==> config.mk <==
export PLATFORM = sky130hd
export DESIGN_NAME = regfile_wb_arbiter_flat
export DESIGN_NICKNAME = d
export VERILOG_FILES = /design/src/rtl/regfile_wb_arbiter_if.sv /design/src/rtl/regfile_wb_arbiter.sv /design/src/flat_wrapper.sv
export SDC_FILE = /design/constraint.sdc
export NUM_CORES = 1
export LEC_CHECK = 0
export ABC_AREA = 1
export BUFFER_PORTS_ARGS = -buffer_cell sky130_fd_sc_hd__clkbuf_2
export CORE_MARGIN = 8
export CORE_UTILIZATION = 45
export DETAILED_ROUTE_END_ITERATION = 10
export PLACE_DENSITY = 0.71
export SETUP_SLACK_MARGIN = 0.02
export SYNTH_ARGS = -nofsm -noshare
export SYNTH_HDL_FRONTEND = slang
export SYNTH_SLANG_ARGS = --single-unit
==> constraint.sdc <==
create_clock -name clk -period 4.7 [get_ports clk]
set_input_delay 0.94 -clock clk [delete_from_list [all_inputs] [get_ports clk]]
set_output_delay 0.94 -clock clk [all_outputs]
set_load 0.005 [all_outputs]
==> src/rtl/regfile_wb_arbiter_if.sv <==
// Bundle of the write-back arbiter's source-side and register-file-side signals.
// slave = the arbiter, master = whatever drives the ALU/LU results and consumes rf_*.
interface regfile_wb_arbiter_if #(
  parameter int DEPTH  = 4,
  parameter int DATA_W = 32
);
  // alu_*: no backpressure except alu_stall, which asks upstream to hold its write for one cycle.
  // lu_*: a transfer happens on a rising edge where lu_valid && lu_ready;
  // lu_valid, lu_wa and lu_wd stay stable until then.
  logic                       alu_we;
  logic [4:0]                 alu_wa;
  logic [DATA_W-1:0]          alu_wd;
  logic                       alu_stall;
  logic                       lu_valid;
  logic                       lu_ready;
  logic [4:0]                 lu_wa;
  logic [DATA_W-1:0]          lu_wd;
  logic                       rf_we;
  logic [4:0]                 rf_wa;
  logic [DATA_W-1:0]          rf_wd;
  logic [$clog2(DEPTH+1)-1:0] fifo_count;
  logic [31:0]                pending;

  modport slave (
    input  alu_we, alu_wa, alu_wd, lu_valid, lu_wa, lu_wd,
    output alu_stall, lu_ready, rf_we, rf_wa, rf_wd, fifo_count, pending
  );

  modport master (
    output alu_we, alu_wa, alu_wd, lu_valid, lu_wa, lu_wd,
    input  alu_stall, lu_ready, rf_we, rf_wa, rf_wd, fifo_count, pending
  );
endinterface

==> src/rtl/regfile_wb_arbiter.sv <==
// Register-file write-port master: ALU results have priority, long-latency results
// queue in a FIFO, and a starvation counter occasionally steals the ALU slot.
module regfile_wb_arbiter #(
  parameter int DEPTH    = 4,
  parameter int MAX_WAIT = 8,
  parameter int DATA_W   = 32
) (
  input  logic                     clk,
  input  logic                     reset,
  regfile_wb_arbiter_if.slave      bus
);
  localparam int PW = $clog2(DEPTH);
  localparam int CW = $clog2(DEPTH + 1);
  localparam int SW = $clog2(MAX_WAIT + 1);
  localparam logic [CW-1:0] DEPTH_C    = CW'(DEPTH);
  localparam logic [SW-1:0] MAX_WAIT_C = SW'(MAX_WAIT);

  logic [4:0]        mem_wa [DEPTH];
  logic [DATA_W-1:0] mem_wd [DEPTH];
  logic [DEPTH-1:0]  slot_valid, slot_valid_next;
  logic [PW-1:0]     wr_ptr, rd_ptr;
  logic [CW-1:0]     count;
  logic [SW-1:0]     starve, starve_next;
  logic              alu_stall_q;
  logic              rf_we_q;
  logic [4:0]        rf_wa_q;
  logic [DATA_W-1:0] rf_wd_q;

  logic fifo_empty, lu_ready_c, push, pop, alu_take, load_alu;
  logic [31:0] pend;

  always_comb begin
    fifo_empty = (count == '0);
    lu_ready_c = (count < DEPTH_C);
    // wa=0 results complete the handshake but are never stored.
    push       = bus.lu_valid && lu_ready_c && (bus.lu_wa != 5'd0);
    alu_take   = bus.alu_we && (bus.alu_wa != 5'd0);
    pop        = !fifo_empty && (alu_stall_q || !alu_take);
    load_alu   = alu_take && !pop;

    starve_next = starve;
    if (fifo_empty || pop)
      starve_next = '0;
    else if (starve != MAX_WAIT_C)
      starve_next = starve + SW'(1);

    slot_valid_next = slot_valid;
    if (pop)
      slot_valid_next[rd_ptr] = 1'b0;
    if (push)
      slot_valid_next[wr_ptr] = 1'b1;
  end

  always_ff @(posedge clk) begin
    if (push) begin
      mem_wa[wr_ptr] <= bus.lu_wa;
      mem_wd[wr_ptr] <= bus.lu_wd;
    end
  end

  always_ff @(posedge clk or negedge reset) begin
    if (!reset) begin
      wr_ptr      <= '0;
      rd_ptr      <= '0;
      count       <= '0;
      slot_valid  <= '0;
      starve      <= '0;
      alu_stall_q <= 1'b0;
      rf_we_q     <= 1'b0;
      rf_wa_q     <= '0;
      rf_wd_q     <= '0;
    end else begin
      if (push)
        wr_ptr <= wr_ptr + PW'(1);
      if (pop)
        rd_ptr <= rd_ptr + PW'(1);
      count       <= count + CW'(push) - CW'(pop);
      slot_valid  <= slot_valid_next;
      starve      <= starve_next;
      alu_stall_q <= (starve_next == MAX_WAIT_C);
      if (pop) begin
        rf_we_q <= 1'b1;
        rf_wa_q <= mem_wa[rd_ptr];
        rf_wd_q <= mem_wd[rd_ptr];
      end else if (load_alu) begin
        rf_we_q <= 1'b1;
        rf_wa_q <= bus.alu_wa;
        rf_wd_q <= bus.alu_wd;
      end else begin
        rf_we_q <= 1'b0;
      end
    end
  end

  // Hazard mask covers every buffered entry plus the write currently on the port.
  always_comb begin
    pend = '0;
    for (int j = 0; j < DEPTH; j++)
      if (slot_valid[j])
        pend[mem_wa[j]] = 1'b1;
    if (rf_we_q)
      pend[rf_wa_q] = 1'b1;
    pend[0] = 1'b0;
  end

  assign bus.lu_ready   = lu_ready_c;
  assign bus.alu_stall  = alu_stall_q;
  assign bus.rf_we      = rf_we_q;
  assign bus.rf_wa      = rf_wa_q;
  assign bus.rf_wd      = rf_wd_q;
  assign bus.fifo_count = count;
  assign bus.pending    = pend;
endmodule

==> src/flat_wrapper.sv <==
// flat-port wrapper written by rule: the top's interface ports become plain ports
module regfile_wb_arbiter_flat 
#(
  parameter int DEPTH    = 4,
  parameter int MAX_WAIT = 8,
  parameter int DATA_W   = 32
)
  (clk, reset, bus_alu_we, bus_alu_wa, bus_alu_wd, bus_lu_valid, bus_lu_wa, bus_lu_wd, bus_alu_stall, bus_lu_ready, bus_rf_we, bus_rf_wa, bus_rf_wd, bus_fifo_count, bus_pending);
  regfile_wb_arbiter_if #(.DEPTH(DEPTH), .DATA_W(DATA_W)) bus_i ();
  input  logic clk;
  input  logic reset;
  input wire logic [$bits(bus_i.alu_we)-1:0] bus_alu_we;
  input wire logic [$bits(bus_i.alu_wa)-1:0] bus_alu_wa;
  input wire logic [$bits(bus_i.alu_wd)-1:0] bus_alu_wd;
  input wire logic [$bits(bus_i.lu_valid)-1:0] bus_lu_valid;
  input wire logic [$bits(bus_i.lu_wa)-1:0] bus_lu_wa;
  input wire logic [$bits(bus_i.lu_wd)-1:0] bus_lu_wd;
  output wire logic [$bits(bus_i.alu_stall)-1:0] bus_alu_stall;
  output wire logic [$bits(bus_i.lu_ready)-1:0] bus_lu_ready;
  output wire logic [$bits(bus_i.rf_we)-1:0] bus_rf_we;
  output wire logic [$bits(bus_i.rf_wa)-1:0] bus_rf_wa;
  output wire logic [$bits(bus_i.rf_wd)-1:0] bus_rf_wd;
  output wire logic [$bits(bus_i.fifo_count)-1:0] bus_fifo_count;
  output wire logic [$bits(bus_i.pending)-1:0] bus_pending;
  assign bus_i.alu_we = bus_alu_we;
  assign bus_i.alu_wa = bus_alu_wa;
  assign bus_i.alu_wd = bus_alu_wd;
  assign bus_i.lu_valid = bus_lu_valid;
  assign bus_i.lu_wa = bus_lu_wa;
  assign bus_i.lu_wd = bus_lu_wd;
  assign bus_alu_stall = bus_i.alu_stall;
  assign bus_lu_ready = bus_i.lu_ready;
  assign bus_rf_we = bus_i.rf_we;
  assign bus_rf_wa = bus_i.rf_wa;
  assign bus_rf_wd = bus_i.rf_wd;
  assign bus_fifo_count = bus_i.fifo_count;
  assign bus_pending = bus_i.pending;
  regfile_wb_arbiter #(.DEPTH(DEPTH), .MAX_WAIT(MAX_WAIT), .DATA_W(DATA_W)) u_core (.clk(clk), .reset(reset), .bus(bus_i));
endmodule
Word-level counts from Yosys, hierarchy flattened
Memory sizes are Yosys's and may differ from the RTL's.
Index checks and enable logic that the tools add are counted.
Widths: inputs -> output; s select.
{"block": "word_totals", "regBits": 54, "ramBits": 148, "inputBits": 78, "wordCells": 92, "memories": 2}
{"block": "op_classes", "addsub": 5, "magnitude_cmp": 15, "eq_ne": 2, "n_mux": 31, "n_bitwise": 7, "n_reduce_logical": 21}
{"name": "u_core.mem_wd", "words": 4, "word_bits": 32, "read_ports": 1, "rd_ports_with_merged_regs": 0, "write_ports": 1, "line": "regfile_wb_arbiter.sv:19", "rtl": "logic [DATA_W-1:0] mem_wd [DEPTH];"}
{"name": "u_core.mem_wa", "words": 4, "word_bits": 5, "read_ports": 5, "rd_ports_with_merged_regs": 0, "write_ports": 1, "line": "regfile_wb_arbiter.sv:18", "rtl": "logic [4:0] mem_wa [DEPTH];"}
{"operator": "$mux 32", "n": 7}
{"operator": "$or 32x32->32", "n": 4}
{"operator": "$lt 5x6->1 const B", "n": 5}
{"operator": "$demux 1 s5", "n": 5}
{"operator": "$ge 5x1->1 const B", "n": 5}
{"operator": "$mux 4", "n": 4}
{"operator": "$logic_and 1x1->1", "n": 12}
{"operator": "$mux 1", "n": 11}
{"operator": "$mux 5", "n": 2}
{"operator": "$reduce_bool 5->1", "n": 2}
{"operator": "$lt 2x3->1 const B", "n": 2}
{"operator": "$add 2x1->2 const B", "n": 2}
{"operator": "$add 4x1->4 const B", "n": 1}
{"operator": "$and 4x4->4", "n": 1}
{"operator": "$demux 1 s2", "n": 2}
{"operator": "$eq 4x4->1 const B", "n": 1}
{"operator": "$ge 2x1->1 const B", "n": 2}
{"operator": "$ne 4x4->1 const B", "n": 1}
{"operator": "$not 4->4", "n": 1}
{"operator": "$or 4x4->4", "n": 1}
{"operator": "$add 3x1->3", "n": 1}
{"operator": "$logic_not 1->1", "n": 3}
{"operator": "$logic_not 3->1", "n": 1}
{"operator": "$lt 3x3->1 const B", "n": 1}
{"operator": "other kinds (3)", "n": 4}

Logic depth before layout (Yosys ltp)
Gate-level depths: netlist (run 1).
An unclocked memory read counts as a cell.
{"block": "depth", "ltp_word": 14, "mapped_depth": 12, "depth_no_buf": 11}

Least setup slack after synthesis (run 1)
OpenSTA, ideal clock, no wires.
{"block": "synth_timing", "path_type": "input port to flip-flop", "startpoint": "input port bus_alu_wa[4]", "endpoint": "register u_core.count[2], in the netlist u_core.bus.fifo_count[2]", "setup_ns": 0.129, "arrival_ns": 2.505, "slack_ns": 2.067, "cell_stages": 12, "path_buffers": 1, "cell_sequence": "inv_1 -> nand3_2 -> nand3_2 -> nand2_2 -> buf_6 -> inv_2 -> ha_1 -> inv_1 -> ha_1 -> fa_1 -> xnor2_1 -> xor2_1"}
{"block": "synth_between", "elab_chain_len": 6}
{"element": "start, declared", "line": "flat_wrapper.sv:13", "rtl": "input wire logic [$bits(bus_i.alu_wa)-1:0] bus_alu_wa;"}
{"element": "$reduce_bool 5->1", "line": "regfile_wb_arbiter.sv:37", "rtl": "alu_take = bus.alu_we && (bus.alu_wa != 5'd0);"}
{"element": "$logic_and 1x1->1", "line": "regfile_wb_arbiter.sv:37"}
{"element": "$logic_not 1->1", "line": "regfile_wb_arbiter.sv:38", "rtl": "pop = !fifo_empty && (alu_stall_q || !alu_take);"}
{"element": "$logic_or 1x1->1", "line": "regfile_wb_arbiter.sv:38"}
{"element": "$logic_and 1x1->1", "line": "regfile_wb_arbiter.sv:38"}
{"element": "$sub 3x1->3", "line": "regfile_wb_arbiter.sv:77", "rtl": "count <= count + CW'(push) - CW'(pop);"}
{"element": "end signal, assigned", "line": "regfile_wb_arbiter.sv:77"}
{"element": "end, declared", "line": "regfile_wb_arbiter.sv:22", "rtl": "logic [CW-1:0] count;"}
No other way between the ends.
A chain may end at the register's enable or synchronous reset.

==> results of run 1 <==
## final timing paths
kind	endpoint	slack, ns	cells past startpoint
worst max-delay path	bus_pending[4]	1.45	4
worst min-delay path	u_core.bus.fifo_count[2]$_DFF_PN0_	0.50	1
worst max register to register	u_core.bus.fifo_count[2]$_DFF_PN0_	2.25	11
worst min register to register	u_core.bus.fifo_count[2]$_DFF_PN0_	0.50	1
max in group asynchronous	u_core.rd_ptr[0]$_DFFE_PN0N_	3.24	2
min in group asynchronous	u_core.bus.rf_wd[12]$_DFFE_PN0P_	0.60	1
## kinds of logic (layout without fill, tap and decap cells)
logic type	count (synthesis)	count (layout)	share of synthesized area, %
adders and majority gates	13	13	1.727
DFF	202	202	58.82
xor gates and xnor gates	6	6	0.5333
buffers and inverters	146	303	6.387
and+or+nand+nor	570	570	24.81
AOI/OAI and AO/OA	126	126	7.683
other	1	1	0.03806
## power breakdown
part	leakage, nW	total [mW]	switching, mW	internal, mW
Sequential	1.99	2.56	0.236	2.32
Combinational	2.83	2.32	1.58	0.740
Clock	0.386	1.87	0.696	1.17
## cell type report
| class | instances | area [µm²] |
|---|---|---|
| fill | 1930 | 10090 |
| clock buffer | 25 | 583.1 |
| sequential | 202 | 5797 |
| inverter | 98 | 367.9 |
| clock inverter | 15 | 212.7 |
| timing repair buffer | 165 | 860.8 |
| multi-input combinational | 716 | 3428 |
| tap | 280 | 350.3 |
## metal layers
metal / GRT usage, % / wire length, µm
met2: 32.55 / 12970
met3: 3.910 / 2587
met1: 26.66 / 11480
met5: 0 / 27
met4: 7.025 / 806
## sequential cells by signal (all words and copies together), names as in the netlist
name	cells
u_core.bus.alu_stall	1
u_core.starve	4
u_core.rd_ptr	2
u_core.bus.rf_we	1
u_core.wr_ptr	2
u_core.bus.rf_wd	32
u_core.slot_valid	4
u_core.bus.fifo_count	3
u_core.mem_wa	20
u_core.mem_wd	128
u_core.bus.rf_wa	5
## synth_stat cells
cell / instances
o2111ai_1: 10
nor2_1: 47
a21oi_1: 41
o21ai_0: 38
o21ai_2: 6
edfxtp_1: 148
xor2_1: 5
xnor2_1: 1
conb_1: 1
inv_1: 96
nand3_2: 3
clkbuf_1: 10
nand3b_1: 3
dfrtp_1: 54
fa_1: 1
a22oi_1: 1
buf_6: 3
ha_1: 12
nand2_2: 2
nor2_2: 1
o22ai_1: 18
nor3_1: 11
nand4_2: 1
buf_4: 6
inv_2: 2
buf_2: 29
o22a_1: 9
nand2_1: 307
or2_2: 1
nand3_1: 194
o211ai_1: 3
## per-stage QoR
step,hold WS (ns),power [mW]
floorplan,0.4826,4.031
detailed placement,0.4920,4.905
global placement,0.4902,4.860
CTS,0.5010,6.763
global route,0.5156,7.148
finish,0.5007,6.744
## worst max-delay path: stages, from the launching register on
cell      delay, ns
edfxtp_1       0.44
nor3_1         0.84
a21oi_1        0.15
o211ai_1       0.20
clkbuf_2       0.18
==> summary.txt, run 1 <==
Placed design
  – GP Congestion: about 0.94
  – DP Worst Slack: between 1 and 1.5 ns
  – Placed insts: 1461
  – Port buffer count: 151
  – Post-placement cell area: 0.01080 mm²
  – Dpl hpwl: approximately 19 mm

Cells and area
  – Commonest non-fill, non-tap cell in the layout: nand2_1
  – Diodes inserted: 0
  – P&R area growth vs syn: 17.73%
  – Design area: around 0.012 mm²
  – Layout Nets: 1296
  – Cell Count, Final, Fillers Out: 1501
  – Most frequent cells in the layout: nand2_1 (307), nand3_1 (194), clkbuf_2 (151), edfxtp_1 (148), inv_1 (92)
  – Final core utilization: a little over half
  – Layout cell share with drive strength beyond 1: between 10% and 20%

STA
  – Relative slew slack: 31.79%
  – Setup ws final: 1.450 ns
  – Final setup vio count: 0
  – Final setup skew: between 0.01 and 0.015 ns
  – Final hold vios: 0
  – Final TNS setup: 0 ns
  – Peak Freq: 307.7 MHz
  – Worst slew pin tran: 1.023 ns
  – RSZ-0062 raised after global routing: false
  – Tcrit/Tclk final: 69.14%
  – Tmin final: 3.250 ns
  – Slew Limit Fails: 0

Worst setup path
  – RR Startpoint: u_core.bus.fifo_count[1]$_DFF_PN0_
  – Critical path peak fanout: 7
  – CP Launch Type: flop
  – Critical path capture point type: primary output
  – Critical Path Source: u_core.mem_wa[3][1]$_DFFE_PP_
  – Kind of critical path: reg2out
  – Critical Path AT: 2.31 ns
  – Worst Path Required: 3.76 ns

Floorplan
  – Core Rows: 54
  – Die Ht: 164.0 µm
  – Core ar.: roughly 0.022 mm²
  – IO Count: 153
  – Die ar.: 0.02689 mm²
  – Initial Utilization: 45.43%
  – Die X-Extent: 164.0 µm

GRT
  – Initial antenna violation count: 2
  – Grt total ovfl: 0
  – Largest net degree at the start of global routing: 86
  – Vias in the first global route: 7819
  – First-pass GRT wire length: 42.98 mm
  – GRT Total Usage: between 20% and 30%

Logic synthesis
  – Sequential cell area fraction in the yosys report: between 50% and 60%
  – Cell count after synthesis: 1064
  – Synth warn: 0
  – #FFs+latches synth: around 200
  – Area contributors post-synth: edfxtp_1 (45%), dfrtp_1 (14%), nand2_1 (12%)
  – Syn Area/Cell: between 9 and 10 µm²
  – Post-Syn Area: between 0.009 and 0.01 mm²
  – Syn nets: approximately 1200
  – Yosys top cell by area: edfxtp_1
  – Top-area cell type share of the netlist area: 45.10%
  – Unique cell type count in the Yosys netlist: 31

CTS
  – Clock sink count: 202
  – CTS resizes: 0
  – Clock Tree Buf Depth: 3
  – Cts bufs inserted: 22
  – Root Driver: clkbuf_16
  – Latest clock arrival within the worst-skew pair: 0.50 ns
  – # hold bufs at CTS: 0
  – Clock tree from TritonCTS: done
  – Htree depth: 1
  – Clock-pin slew on the worst setup and hold paths: about 0.06 ns
  – Setup Buffers After CTS: 0

Routing
  – Vias: 8220
  – Residual DRC: 0
  – WL final: between 20 and 30 mm
  – Initial detailed-routing violation count: 750
  – Via/cell ratio: 5.476
  – Routed length per placed instance: 18.57 µm
  – 1st-pass router iterations: 5
  – Antenna viol nets, final: 0

Power
  – Leak Pwr: 5.201 nW
  – Peak VDD IR: roughly 0.00027 V
  – Power per cell area: approximately 580 mW/mm²

Run status
  – Outcome: finished clean

Worst hold path
  – Min-delay src: u_core.bus.fifo_count[2]$_DFF_PN0_
  – Class of the worst hold path: reg2reg

Run
  – Max-cap viol count: 0
Power figures use the tool's default switching activity.
==> run 2, diff against run 1 <==
==> constraint.sdc (replaced) <==
create_clock -name clk -period 3.2 [get_ports clk]
set_input_delay 0.64 -clock clk [delete_from_list [all_inputs] [get_ports clk]]
set_output_delay 0.64 -clock clk [all_outputs]
set_load 0.005 [all_outputs]
==> run 2 against run 1 <==
  * Non-clock buffer count grew 4
  * Die area is the same
  * Wire length shrank 1.7%
  * Combinational power grew 45%
  * Clock power grew 33%
  * Global-route usage is essentially flat
  * Highest routed layer unchanged
==> summary.txt, run 2 (synthesized netlist as in run 1, its figures left out) <==
Cells and area
  – Diodes inserted: 0
  – Commonest non-fill, non-tap cell in the layout: nand2_1
  – Largest register by flop count: u_core.mem_wd
  – P&R area growth vs syn: 17.61%
  – Final core utilization: 53.43%
  – Fillers: 1948
  – Largest register FFs: 128
  – Layout Nets: roughly 1300
  – Cell Count, Final, Fillers Out: 1503
  – Layout cell share with drive strength beyond 1: 18.07%
  – Most frequent cells in the layout: nand2_1 (307), nand3_1 (194), clkbuf_2 (151), edfxtp_1 (148), inv_1 (92)

CTS
  – Clock Tree Buf Depth: 3
  – Root Driver: clkbuf_16
  – Setup Buffers After CTS: 0
  – Cts bufs inserted: 21
  – Clock tree from TritonCTS: done
  – Htree depth: 1
  – CTS resizes: 0
  – Clock-pin slew on the worst setup and hold paths: ~0.060 ns
  – Clock sink count: between 200 and 250
  – # hold bufs at CTS: 0
  – Latest clock arrival within the worst-skew pair: between 0.4 and 0.5 ns

Worst setup path
  – Worst path slowest cell: edfxtp_1
  – Critical path capture point type: primary output
  – R2R Path End: u_core.bus.fifo_count[2]$_DFF_PN0_
  – Stages on worst setup path: 5
  – Crit path to: bus_pending[31]
  – Critical Path Source: u_core.mem_wa[3][3]$_DFFE_PP_
  – Flop2flop setup slack: 0.88 ns
  – CP Launch Type: flop
  – Worst r2r path cells: 10
  – RR Startpoint: u_core.bus.fifo_count[2]$_DFF_PN0_
  – CP max stage delay: 0.50 ns
  – Critical path peak fanout: 6
  – Worst Path Required: 2.56 ns
  – CP top delay family: simple AND/OR/NAND/NOR gates
  – Buf+Inv Stages, Crit Path: 2
  – Critical Path AT: ~2.0 ns
  – Crit path cell chain: inv_1 > nor3_1 > nand2_1 > o2111ai_1 > clkbuf_2
  – Kind of critical path: reg2out

STA
  – Final setup skew: 0.009098 ns
  – Worst slew pin tran: 1.206 ns
  – Relative slew slack: 19.60%
  – Final TNS setup: 0 ns
  – Final hold vios: 0
  – Peak Freq: between 300 and 400 MHz
  – Tmin final: roughly 2.7 ns
  – RSZ-0062 raised after global routing: false
  – Tcrit/Tclk final: 83.79%
  – Final setup vio count: 0
  – Slew Limit Fails: 0

Routing
  – WL final: 27.39 mm
  – Routed length per placed instance: 18.22 µm
  – 1st-pass router iterations: 5
  – Antenna viol nets, final: 0
  – Via/cell ratio: approximately 5.4
  – Vias: 8063
  – Residual DRC: 0
  – Initial detailed-routing violation count: 598

Floorplan
  – Die Ht: 164.0 µm
  – Core Rows: 54
  – IO Count: 153
  – Core ar.: approximately 0.022 mm²
  – Initial Utilization: 45.43%
  – Die X-Extent: 164.0 µm
  – Die ar.: 0.02689 mm²

Placed design
  – Placed insts: 1465
  – GP Congestion: approximately 0.94
  – Dpl hpwl: about 19 mm
  – Port buffer count: 151

Power
  – Power per cell area: just over 800 mW/mm²
  – Peak VDD IR: 0.0006384 V
  – Leak Pwr: 5.185 nW

GRT
  – Initial antenna violation count: 2
  – First-pass GRT wire length: 43.09 mm
  – Vias in the first global route: 7896
  – Largest net degree at the start of global routing: 85
  – GRT Total Usage: 20.11%
  – Grt total ovfl: 0

Worst hold path
  – Class of the worst hold path: in2async

Run status
  – Outcome: finished clean

Run
  – Max-cap viol count: 0
run 2: per-stage QoR:
| step | worst slack, ns | area, µm² | power [mW] | hold slack (ns) |
|---|---|---|---|---|
| floorplan | 0.8667 | 9853 | 5.921 | 0.3444 |
| CTS | 0.5504 | 11590 | 9.678 | 0.1862 |
| detailed placement | 0.6846 | 10870 | 7.197 | 0.4957 |
| global route | 0.4255 | 11590 | 10.26 | 0.2026 |
| finish | 0.5186 | 11590 | 9.618 | 0.1736 |
| global placement | 0.7200 | 10870 | 7.116 | 0.4768 |
run 2: cell type report:
cell class | instances | area, µm² | share of cell area, %
clock inverter | 14 | 160.2 | 1.382
clock buffer | 24 | 556.8 | 4.805
inverter | 98 | 367.9 | 3.174
multi-input combinational | 716 | 3428 | 29.58
sequential | 202 | 5797 | 50.02
tap | 280 | 350.3 | 3.023
timing repair buffer | 169 | 928.4 | 8.011
run 2: worst min-delay path by stage:
stage / start / endpoint / slack [ns] / depth (start not counted)
global route: reset / u_core.bus.rf_wd[8]$_DFFE_PN0P_ / 0.20 / 1
detailed placement: u_core.bus.rf_wd[23]$_DFFE_PN0P_ / u_core.bus.rf_wd[23]$_DFFE_PN0P_ / 0.50 / 2
CTS: reset / u_core.rd_ptr[1]$_DFFE_PN0N_ / 0.19 / 1
floorplan: reset / u_core.bus.alu_stall$_DFF_PN0_ / 0.34 / 0
finish: reset / u_core.bus.rf_wd[8]$_DFFE_PN0P_ / 0.17 / 1
global placement: u_core.bus.fifo_count[2]$_DFF_PN0_ / u_core.bus.fifo_count[2]$_DFF_PN0_ / 0.48 / 1
run 2: per-layer routing:
layer | vias to the layer above | wire length [µm] | global-route usage (%)
met1 | 3787 | 11220 | 25.36
li1 | 3904 | - | -
met4 | 4 | 636 | 6.364
met2 | 317 | 13320 | 34.13
met5 | - | 27 | 0
met3 | 51 | 2176 | 4.185
run 2: power by group:
part | leakage, nW | internal, mW | total, mW | switching (mW)
clock network | 0.341 | 1.50 | 2.48 | 0.979
logic | 2.86 | 1.11 | 3.37 | 2.26
registers | 1.99 | 3.41 | 3.77 | 0.362
==> run 3, diff against run 2 <==
==> constraint.sdc (replaced) <==
create_clock -name clk -period 2.8 [get_ports clk]
set_input_delay 0.56 -clock clk [delete_from_list [all_inputs] [get_ports clk]]
set_output_delay 0.56 -clock clk [all_outputs]
set_load 0.005 [all_outputs]
==> run 3 against run 2 <==
  * Sequential share of layout area increased by 0.19 points
  * Largest power group unchanged
  * Largest cell class unchanged
  * Critical path type unchanged
  * Critical endpoint is now bus_pending[12]
  * Clock power grew 9.3%
  * Via count is 0.92% higher
==> summary.txt, run 3 (synthesized netlist as in run 1, its figures left out) <==
STA
  – Final TNS setup: 0 ns
  – Relative slew slack: 19.03%
  – Final hold vios: 0
  – Final setup vio count: 0
  – Hold_ws: 0.1971 ns
  – Worst slew pin tran: roughly 1.2 ns
  – Final setup skew: 0.01021 ns
  – Tcrit/Tclk final: 93.10%
  – Peak Freq: 383.6 MHz
  – Tmin final: 2.607 ns
  – RSZ-0062 raised after global routing: false
  – Setup ws final: between 0.15 and 0.2 ns
  – Slew Limit Fails: 0

Worst setup path
  – Worst r2r path cells: 10
  – Crit path cell chain: inv_1 > nor3_1 > a21oi_1 > o211ai_1 > clkbuf_2
  – Critical path peak fanout: 6
  – CP top delay family: flip-flops
  – Crit path to: bus_pending[12]
  – Worst path slowest cell: edfxtp_1
  – Kind of critical path: reg2out
  – CP Launch Type: flop
  – R2R Path End: u_core.bus.fifo_count[2]$_DFF_PN0_
  – Buf+Inv Stages, Crit Path: 2
  – Stages on worst setup path: 5
  – Worst Path Required: ~2.2 ns
  – Critical Path AT: 2.05 ns
  – Critical Path Source: u_core.mem_wa[3][2]$_DFFE_PP_
  – CP max stage delay: between 0.4 and 0.5 ns
  – Flop2flop setup slack: between 0.6 and 0.7 ns
  – Critical path capture point type: primary output
  – RR Startpoint: u_core.bus.fifo_count[1]$_DFF_PN0_

Placed design
  – Dpl hpwl: 18.43 mm
  – GP Congestion: 0.9645
  – Post-placement cell area: between 0.01 and 0.015 mm²
  – Port buffer count: 151
  – Placed insts: 1464
  – DP Worst Slack: 0.3691 ns

Run
  – Max-cap viol count: 0

Power
  – P_sw: 4.108 mW
  – Peak VDD IR: 0.0003970 V
  – Sw frac: between 30% and 40%
  – Pint: between 6 and 7 mW
  – Combinational share of power: 35.5%
  – Power per cell area: 941.1 mW/mm²
  – Reg power frac: 39.5%
  – Leak Pwr: 5.161 nW
  – Tot Pwr: 10.87 mW
  – Clock power frac: roughly 25%

GRT
  – Largest net degree at the start of global routing: 85
  – First-pass GRT wire length: 42.54 mm
  – GR Util met3: 4.236%
  – Grt total ovfl: 0
  – Vias in the first global route: 7732
  – Initial antenna violation count: 4
  – Met2 Usage GRT: 33.00%
  – GRT Total Usage: between 15 and 20%
  – Met1 Use GR: 25.75%
  – Top Usage Layer GRT: met2

CTS
  – CTS resizes: 0
  – Setup Buffers After CTS: 0
  – # hold bufs at CTS: 0
  – Clock-pin slew on the worst setup and hold paths: 0.06 ns
  – Clock tree from TritonCTS: done
  – Clock Tree Buf Depth: 3
  – Clock sink count: roughly 200
  – Htree depth: 1
  – Latest clock arrival within the worst-skew pair: approximately 0.50 ns
  – Root Driver: clkbuf_16
  – Cts bufs inserted: 22

Cells and area
  – Register area: 0.005797 mm²
  – Fillers: slightly below 2000
  – P&R area growth vs syn: 17.17%
  – Diodes inserted: 0
  – Commonest non-fill, non-tap cell in the layout: nand2_1
  – Largest register FFs: 128
  – Layout Nets: 1299
  – Largest register by flop count: u_core.mem_wd
  – Layout cell share with drive strength beyond 1: about 18%
  – Final core utilization: a little over half
  – Multi-input logic area: 0.003428 mm²
  – Design area: between 0.01 and 0.015 mm²
  – Most frequent cells in the layout: nand2_1 (307), nand3_1 (194), clkbuf_2 (151), edfxtp_1 (148), inv_1 (92)
  – Cell Count, Final, Fillers Out: 1503

Floorplan
  – Die Ht: 164.0 µm
  – Die ar.: 0.02689 mm²
  – Initial Utilization: 45.43%
  – IO Count: 153
  – Core Rows: 54
  – Die X-Extent: 164.0 µm
  – Core ar.: 0.02169 mm²

Worst hold path
  – Class of the worst hold path: in2async

Routing
  – Initial detailed-routing violation count: 843
  – Residual DRC: 0
  – 1st-pass router iterations: 5
  – Via/cell ratio: ~5.4
  – Vias: 8137
  – WL final: 27.30 mm
  – Antenna viol nets, final: 0
  – Routed length per placed instance: 18.16 µm

Run status
  – Outcome: finished clean
[run 3: cell count changes in the layout (fill, tap and decap cells not counted), sizes merged]
cell | before | now
clkinv | 9 | 12
buf | 18 | 17
inv | 96 | 94
clkbuf | 175 | 177
bufinv | 3 | 1
[run 3: routing by layer]
| layer | vias to the layer above | part of all wire [%] |
|---|---|---|
| met5 | - | 0.19 |
| li1 | 3918 | - |
| met3 | 50 | 8.8 |
| met4 | 8 | 1.9 |
| met1 | 3811 | 41 |
| met2 | 350 | 48 |
[run 3: power groups by stage]
stage,clock network [mW],logic [mW],registers (mW)
floorplan,0,2.48,4.28
CTS,2.76,3.89,4.29
global placement,0,3.81,4.33
detailed placement,0,3.88,4.35
finish,2.71,3.86,4.30
global route,2.89,4.33,4.36
[run 3: worst reg2reg max path, cell delays in order (launching register included)]
cell,delay [ns]
dfrtp_1,0.41
inv_1,0.14
nand3_2,0.12
nand2_2,0.10
inv_2,0.07
ha_1,0.27
inv_1,0.04
ha_1,0.18
fa_1,0.39
xnor2_1,0.18
xor2_1,0.16
[run 3: how the worst min path moves through the flow]
stage                                       startpoint                                  to  slack, ns  depth (start not counted)
floorplan                                        reset      u_core.bus.alu_stall$_DFF_PN0_       0.26                          0
global placement    u_core.bus.fifo_count[2]$_DFF_PN0_  u_core.bus.fifo_count[2]$_DFF_PN0_       0.48                          1
detailed placement  u_core.bus.fifo_count[2]$_DFF_PN0_  u_core.bus.fifo_count[2]$_DFF_PN0_       0.49                          1
CTS                                              reset    u_core.bus.rf_wd[17]$_DFFE_PN0P_       0.25                          2
global route                                     reset     u_core.bus.rf_wd[7]$_DFFE_PN0P_       0.26                          2
finish                                           reset     u_core.bus.rf_wd[7]$_DFFE_PN0P_       0.20                          2
[run 3: final cells by class]
class,instances,area share (%)
sequential,202,50.21
clock inverter,13,0.8128
multi-input combinational,716,29.70
inverter,98,3.186
timing repair buffer,168,7.977
tap,280,3.035
clock buffer,26,5.083
